<file path="src/rtl/serial_addsub_pkg.sv">
// Shared state encoding and mode constants for the bit-serial adder/subtractor.
package serial_addsub_pkg;

    typedef enum logic [1:0] {
        IDLE = 2'd0,
        RUN  = 2'd1,
        DONE = 2'd2
    } state_t;

    localparam logic MODE_SUB = 1'b0;
    localparam logic MODE_ADD = 1'b1;

endpackage

</file>
<file path="src/rtl/full_addsub_cell.sv">
// One-bit full adder / full subtractor; mode selects carry or borrow generation.
module full_addsub_cell
    import serial_addsub_pkg::*;
(
    input  logic a,
    input  logic b,
    input  logic cin,
    input  logic mode,
    output logic s,
    output logic cout
);

    always_comb begin
        s = a ^ b ^ cin;
        if (mode == MODE_ADD) begin
            cout = (a & b) | (cin & (a ^ b));
        end else begin
            cout = (~a & b) | (~(a ^ b) & cin);
        end
    end

endmodule

</file>
<file path="src/rtl/serial_addsub.sv">
// Bit-serial WIDTH-bit add/sub: one bit per clock, LSB first, through a single cell.
module serial_addsub
    import serial_addsub_pkg::*;
#(
    parameter int WIDTH = 8
) (
    input  logic             clk,
    input  logic             rst,
    input  logic             start,
    input  logic             mode,
    input  logic [WIDTH-1:0] a,
    input  logic [WIDTH-1:0] b,
    output logic             busy,
    output logic             done,
    output logic [WIDTH-1:0] result,
    output logic             cb_out,
    output logic             ovf
);

    localparam int CNT_W = (WIDTH > 2) ? $clog2(WIDTH) : 1;
    localparam logic [CNT_W-1:0] LAST_BIT = CNT_W'(WIDTH - 1);

    state_t             state_q, state_d;
    logic [CNT_W-1:0]   cnt;
    logic [WIDTH-1:0]   a_sh, b_sh, acc;
    logic               mode_q;
    logic               c;
    logic               accept, last;
    logic               s_bit, c_next;

    full_addsub_cell u_cell (
        .a    (a_sh[0]),
        .b    (b_sh[0]),
        .cin  (c),
        .mode (mode_q),
        .s    (s_bit),
        .cout (c_next)
    );

    always_ff @(posedge clk or posedge rst) begin
        if (rst) state_q <= IDLE;
        else     state_q <= state_d;
    end

    // DONE accepts start just like IDLE so back-to-back ops need no bubble.
    always_comb begin
        state_d = state_q;
        accept  = 1'b0;
        last    = 1'b0;
        case (state_q)
            IDLE: begin
                if (start) begin
                    accept  = 1'b1;
                    state_d = RUN;
                end
            end
            RUN: begin
                if (cnt == LAST_BIT) begin
                    last    = 1'b1;
                    state_d = DONE;
                end
            end
            DONE: begin
                if (start) begin
                    accept  = 1'b1;
                    state_d = RUN;
                end else begin
                    state_d = IDLE;
                end
            end
            default: state_d = IDLE;
        endcase
    end

    always_ff @(posedge clk or posedge rst) begin
        if (rst) begin
            a_sh   <= '0;
            b_sh   <= '0;
            acc    <= '0;
            mode_q <= MODE_SUB;
            c      <= 1'b0;
            cnt    <= '0;
            result <= '0;
            cb_out <= 1'b0;
            ovf    <= 1'b0;
        end else if (accept) begin
            a_sh   <= a;
            b_sh   <= b;
            mode_q <= mode;
            c      <= 1'b0;
            cnt    <= '0;
        end else if (state_q == RUN) begin
            a_sh <= a_sh >> 1;
            b_sh <= b_sh >> 1;
            acc  <= {s_bit, acc[WIDTH-1:1]};
            c    <= c_next;
            cnt  <= cnt + CNT_W'(1);
            // On the last bit a_sh[0]/b_sh[0] are the operand sign bits.
            if (last) begin
                result <= {s_bit, acc[WIDTH-1:1]};
                cb_out <= c_next;
                if (mode_q == MODE_ADD)
                    ovf <= (a_sh[0] == b_sh[0]) && (s_bit != a_sh[0]);
                else
                    ovf <= (a_sh[0] != b_sh[0]) && (s_bit != a_sh[0]);
            end
        end
    end

    assign busy = (state_q == RUN);
    assign done = (state_q == DONE);

endmodule

</file>
<file path="config.mk">
export PLATFORM = sky130hd
export DESIGN_NAME = serial_addsub
export DESIGN_NICKNAME = d
export VERILOG_FILES = /design/src/rtl/serial_addsub_pkg.sv /design/src/rtl/full_addsub_cell.sv /design/src/rtl/serial_addsub.sv
export SDC_FILE = /design/constraint.sdc
export NUM_CORES = 1
export LEC_CHECK = 0
export ABC_AREA = 1
export CAP_MARGIN = 20
export CORE_ASPECT_RATIO = 1.4
export CORE_UTILIZATION = 40
export CTS_BUF_LIST = sky130_fd_sc_hd__clkbuf_4
export CTS_CLUSTER_DIAMETER = 150
export DETAILED_ROUTE_END_ITERATION = 16
export PLACE_DENSITY = 0.68
export SLEW_MARGIN = 25
export SYNTH_ARGS = -nofsm -noshare
export SYNTH_HDL_FRONTEND = slang
export SYNTH_SLANG_ARGS = --single-unit
</file>
<file path="constraint.sdc">
create_clock -name clk -period 2.65 [get_ports clk]
set_clock_uncertainty 0.05 [all_clocks]
set_input_delay 0.53 -clock clk [delete_from_list [all_inputs] [get_ports clk]]
set_output_delay 0.53 -clock clk [all_outputs]
set_load 0.05 [all_outputs]
</file>
Yosys cells after proc, flatten, opt, wreduce, memory -nomap -nowiden
Cells that the tools add are included.
W data, S select, Z words.

word-level totals
  output and inout port bits = 12
  register bits = 41
  word-level logic and storage cells = 56

cells by class
  bitwise gates (word level) = 11
  eq/ne operators = 8
  add/sub/neg operators = 1
  reduce and logical (&&, ||, !) cells = 8
  muxes and demuxes = 18

operators with widths
  kind                   count
  $mux W8                4
  $mux W1                9
  $mux W3                2
  $pmux W2 S3            1
  $and A1 B1 Y1          4
  $mux W2                2
  $reduce_and A2 Y1      2
  $add A3 B1 Y3 const B  1
  $eq A3 B3 Y1 const B   1
  $not A1 Y1             3
  $reduce_and A3 Y1      1
  $eq A2 B1 Y1 const B   1
  $eq A2 B2 Y1 const B   1
  $logic_and A1 B1 Y1    2
  $logic_not A2 Y1       1
  $ne A1 B1 Y1           2
  $ne A2 B1 Y1 const B   1
  $ne A2 B2 Y1 const B   1
  $or A1 B1 Y1           2
  $reduce_bool A2 Y1     1
  $reduce_or A2 Y1       1
  $xor A1 B1 Y1          2
  $eq A1 B1 Y1           1

Logic depth before layout (Yosys ltp)
  word-level depth = 7
  gate-level depth with buffers = 8
  mapped depth without buffers = 7

Modules after synthesis
A second synthesis with hierarchy kept.

unflattened totals
  cells, all modules = 212
  area total of the unflattened synthesis = 1915.6 µm²

modules (own cells, without submodules)
  module            times used  area each (µm²)  seq. area each (µm²)  cells an instance
  serial_addsub     1           1859.3           1001.0                206
  full_addsub_cell  1           56.3             0.0                   6

Worst setup path before layout
OpenSTA, ideal clock, no wires.

  path kind = flip-flop to output port
  start point = register state_q[1]
  end point = output done
  data arrival time = 1.086 ns
  cell stages (with the launch flop) = 3
  path buffers = 0
  path slack = 0.984 ns
  required time = 2.070 ns
  cells stage by stage = dfrtp_1 > inv_1 > nor2_1

on the way
  cells in the longest elaborated chain, start to end = 1

RTL lines
  element                 line                  text
  from (decl)             serial_addsub.sv:23   state_t state_q, state_d;
  from (signal assigned)  serial_addsub.sv:42   else state_q <= state_d;
  $eq A2 B2 Y1            serial_addsub.sv:111  assign done = (state_q == DONE);
  to (decl)               serial_addsub.sv:14   output logic done,

No other way between the ends.

Final worst setup path
  start point = register state_q[0]
  end point = output busy

on the way
  cells in the longest elaborated chain, start to end = 1

RTL lines
  element       line                  text
  $eq A2 B1 Y1  serial_addsub.sv:110  assign busy = (state_q == RUN);
  to (decl)     serial_addsub.sv:13   output logic busy,

No other way between the ends.

==> impl_metrics.py <==
metrics = {
    "status": {
        "outcome": "completed",
    },
    "clocking": {
        "ctsHtreeMaxLevel": 2,
        "cts_sinks": 40,
        "cts_root_buf": "clkbuf_4",
        "clock_latency_ps": 350,
        "cts_hold_buf": 0,
        "cts_setup_buffers": 0,
        "clk_path_buf_depth": 2,
        "post_cts_resized": 0,
        "clk_pin_slew_ps": 130,
        "numCtsBuffers": 5,
        "cts_tree": "done",
    },
    "yosys": {
        "synth_top_area_share_pct": 52.7,
        "ys_top_cells_by_area": "dfrtp_1 53%, nand2_1 20%, inv_1 5.9%",
        "synth_top_area_cell": "dfrtp_1",
        "syn_nets": 249,
        "post_synth.cell_area_avg_sq_um": 8.48,
        "yosysSeqAreaShare_pct": 52.7,
        "netlist_instances": 224,
        "yosys_warnings": 0,
        "netlist_area_sq_um": 1900,
        "synth.distinct_cells": 19,
        "ys_seq_elements": 40,
    },
    "critical_path": {
        "worstReg2RegEnd": "ovf",
        "worstPathRequired_ps": 2070,
        "endpoint": "busy",
        "start_kind": "flip-flop",
        "crit_type": "flip-flop to primary output",
        "r2r-start": "b_sh[0]",
        "worstRegToRegCells": 7,
        "crit_path_max_fanout": 8,
        "critPathArrivalTime_ps": 1830,
        "startpoint": "state_q[0]",
        "crit_path_end_kind": "primary output",
        "rrSetupSlack_ps": 1110,
    },
    "die": {
        "die_w_microns": 60.2,
        "die_area_sq_um": 5030,
        "chipHeight_microns": 83.5,
        "initial_utilization_pct": 41.9,
        "ios": 32,
        "rows": 29,
        "coreArea_sq_um": 4540,
    },
    "worst_hold_path": {
        "hold_class": "flip-flop to flip-flop",
    },
    "timing": {
        "fin_crit_ps": 2410,
        "drv_slew": 0,
        "tns_ps": 0,
        "relSlewSlack_pct": 66.3,
        "worstMarginPinSlew_ps": 506,
        "hold_viol_final": 0,
        "finalCritPeriodShare_pct": 91.0,
        "setup_viol": 0,
        "rsz0062_at_grt": "no",
        "max_freq_mhz": 414,
    },
    "route": {
        "remaining_drc_errors": 0,
        "vias": 1426,
        "viasPerCell": 4.43,
        "wl_per_cell_microns": 10.3,
        "wirelength_microns": 3330,
        "firstDrtPassIters": 4,
        "drt_iter0_drc": 66,
        "antenna_left": 0,
    },
    "layout": {
        "fin_cells": 322,
        "fin_area_sq_um": 2340,
        "layout-drive-gt1-share_pct": 9.62,
        "syn_to_final_growth_pct": 23.1,
        "diodes": 0,
        "num-nets-final": 284,
    },
    "power": {
        "powerDensity_nw_per_um2": 1220,
        "ir_drop_mv": 0.481,
        "p_leak_nw": 1.21,
        "finalPower_mw": 2.85,
    },
    "grt": {
        "grt_pass1_vias": 1332,
        "grt.total_usage_pct": 15.4,
        "grt_pass1_wl_microns": 5750,
        "antenna_found_initial": 0,
        "overflow": 0,
        "grt_max_degree": 41,
    },
    "placement": {
        "hpwl_microns": 2360,
        "dpl.cell_count": 314,
        "finalWeightedCongestion": 0.747,
        "numPortBuffers": 31,
        "dpl_cell_area_sq_um": 2260,
    },
    "flow_run": {
        "maxCapViolations": 0,
    },
}
[flip-flops by register name, indices dropped and copies added, names as in the netlist, 2 cells and up]
| signal | flops |
|---|---|
| state_q | 2 |
| result | 8 |
| cnt | 3 |
| acc | 7 |
| a_sh | 8 |
| b_sh | 8 |
[metrics by stage]
step / hold slack [ps] / worst slack [ps] / utilization, %
6_report: 433 / 237 / 51.6
5_1_grt: 469 / 151 / 51.6
4_1_cts: 438 / 217 / 51.6
3_5_place_dp: 409 / 627 / 49.8
3_3_place_gp: 404 / 642 / 49.8
2_1_floorplan: 392 / 984 / -
[worst min path at each step]
stage                  from  endpoint  cells past startpoint
detailed placement   cb_out    cb_out                      2
floorplan           b_sh[7]   b_sh[7]                      2
global route        b_sh[7]   b_sh[7]                      2
CTS                  cb_out    cb_out                      2
finish               cb_out    cb_out                      2
global placement     cb_out    cb_out                      2
[kinds of logic (layout without fill, tap and decap cells)]
group,count (synthesis),in the layout,share of synthesized area (%)
AO/OA/AOI/OAI,20,20,6.65
adder cells (fa/ha/maj),5,5,4.08
flip-flops,40,40,52.7
AND/OR/NAND/NOR,121,121,27.3
buffers and inverters,38,74,9.29
[metal layers]
| layer | wire, microns | up-vias | GRT usage (%) |
|---|---|---|---|
| met4 | 76 | 0 | 6.34 |
| li1 | - | 742 | - |
| met5 | 0 | - | 0 |
| met3 | 105 | 7 | 3.72 |
| met2 | 1640 | 27 | 25.1 |
| met1 | 1510 | 650 | 18.8 |
[placed cells by master (no fill, tap or decap)]
| master | n |
|---|---|
| nand2_4 | 3 |
| inv_2 | 1 |
| dfrtp_1 | 40 |
| clkinvlp_4 | 1 |
| nand3_1 | 7 |
| buf_4 | 3 |
| o21ai_0 | 12 |
| clkdlybuf4s50_1 | 31 |
| fa_1 | 2 |
| nand2_1 | 99 |
| clkinv_2 | 1 |
| inv_1 | 30 |
| nor2_1 | 4 |
| clkbuf_4 | 5 |
| a21oi_1 | 1 |
| ha_1 | 3 |
| bufinv_16 | 1 |
| nand3b_1 | 6 |
| inv_6 | 1 |
| nand2_2 | 1 |
| o21ai_2 | 7 |
| nor2_4 | 1 |
[area by class of cell]
| type | count | area [sq um] |
|---|---|---|
| multi-input combinational | 146 | 722 |
| fill | 447 | 2200 |
| tap | 62 | 77.6 |
| clock buffer | 5 | 37.5 |
| sequential | 40 | 1000 |
| clock inverter | 3 | 42.5 |
| timing repair buffer | 34 | 333 |
| inverter | 32 | 125 |
[synth_stat cells, drive strengths merged]
library cell,count
nor2,5
fa,2
nand3b,6
o21ai,19
nand2,103
ha,3
dfrtp,40
inv,32
buf,6
a21oi,1
nand3,7
[power by group]
part / switching [mW] / internal [mW] / leakage [nW] / total (mW)
Combinational: 0.920 / 0.482 / 0.660 / 1.40
Sequential: 0.159 / 0.888 / 0.505 / 1.05
Clock: 0.208 / 0.197 / 0.0412 / 0.405
Total: 1.29 / 1.57 / 1.21 / 2.85
[critical path, cell delays in order (launching register included)]
cell	delay, ps
dfrtp_1	430
inv_2	120
nor2_4	120
clkdlybuf4s50_1	810
No activity file was read; power rests on OpenSTA's default activity.
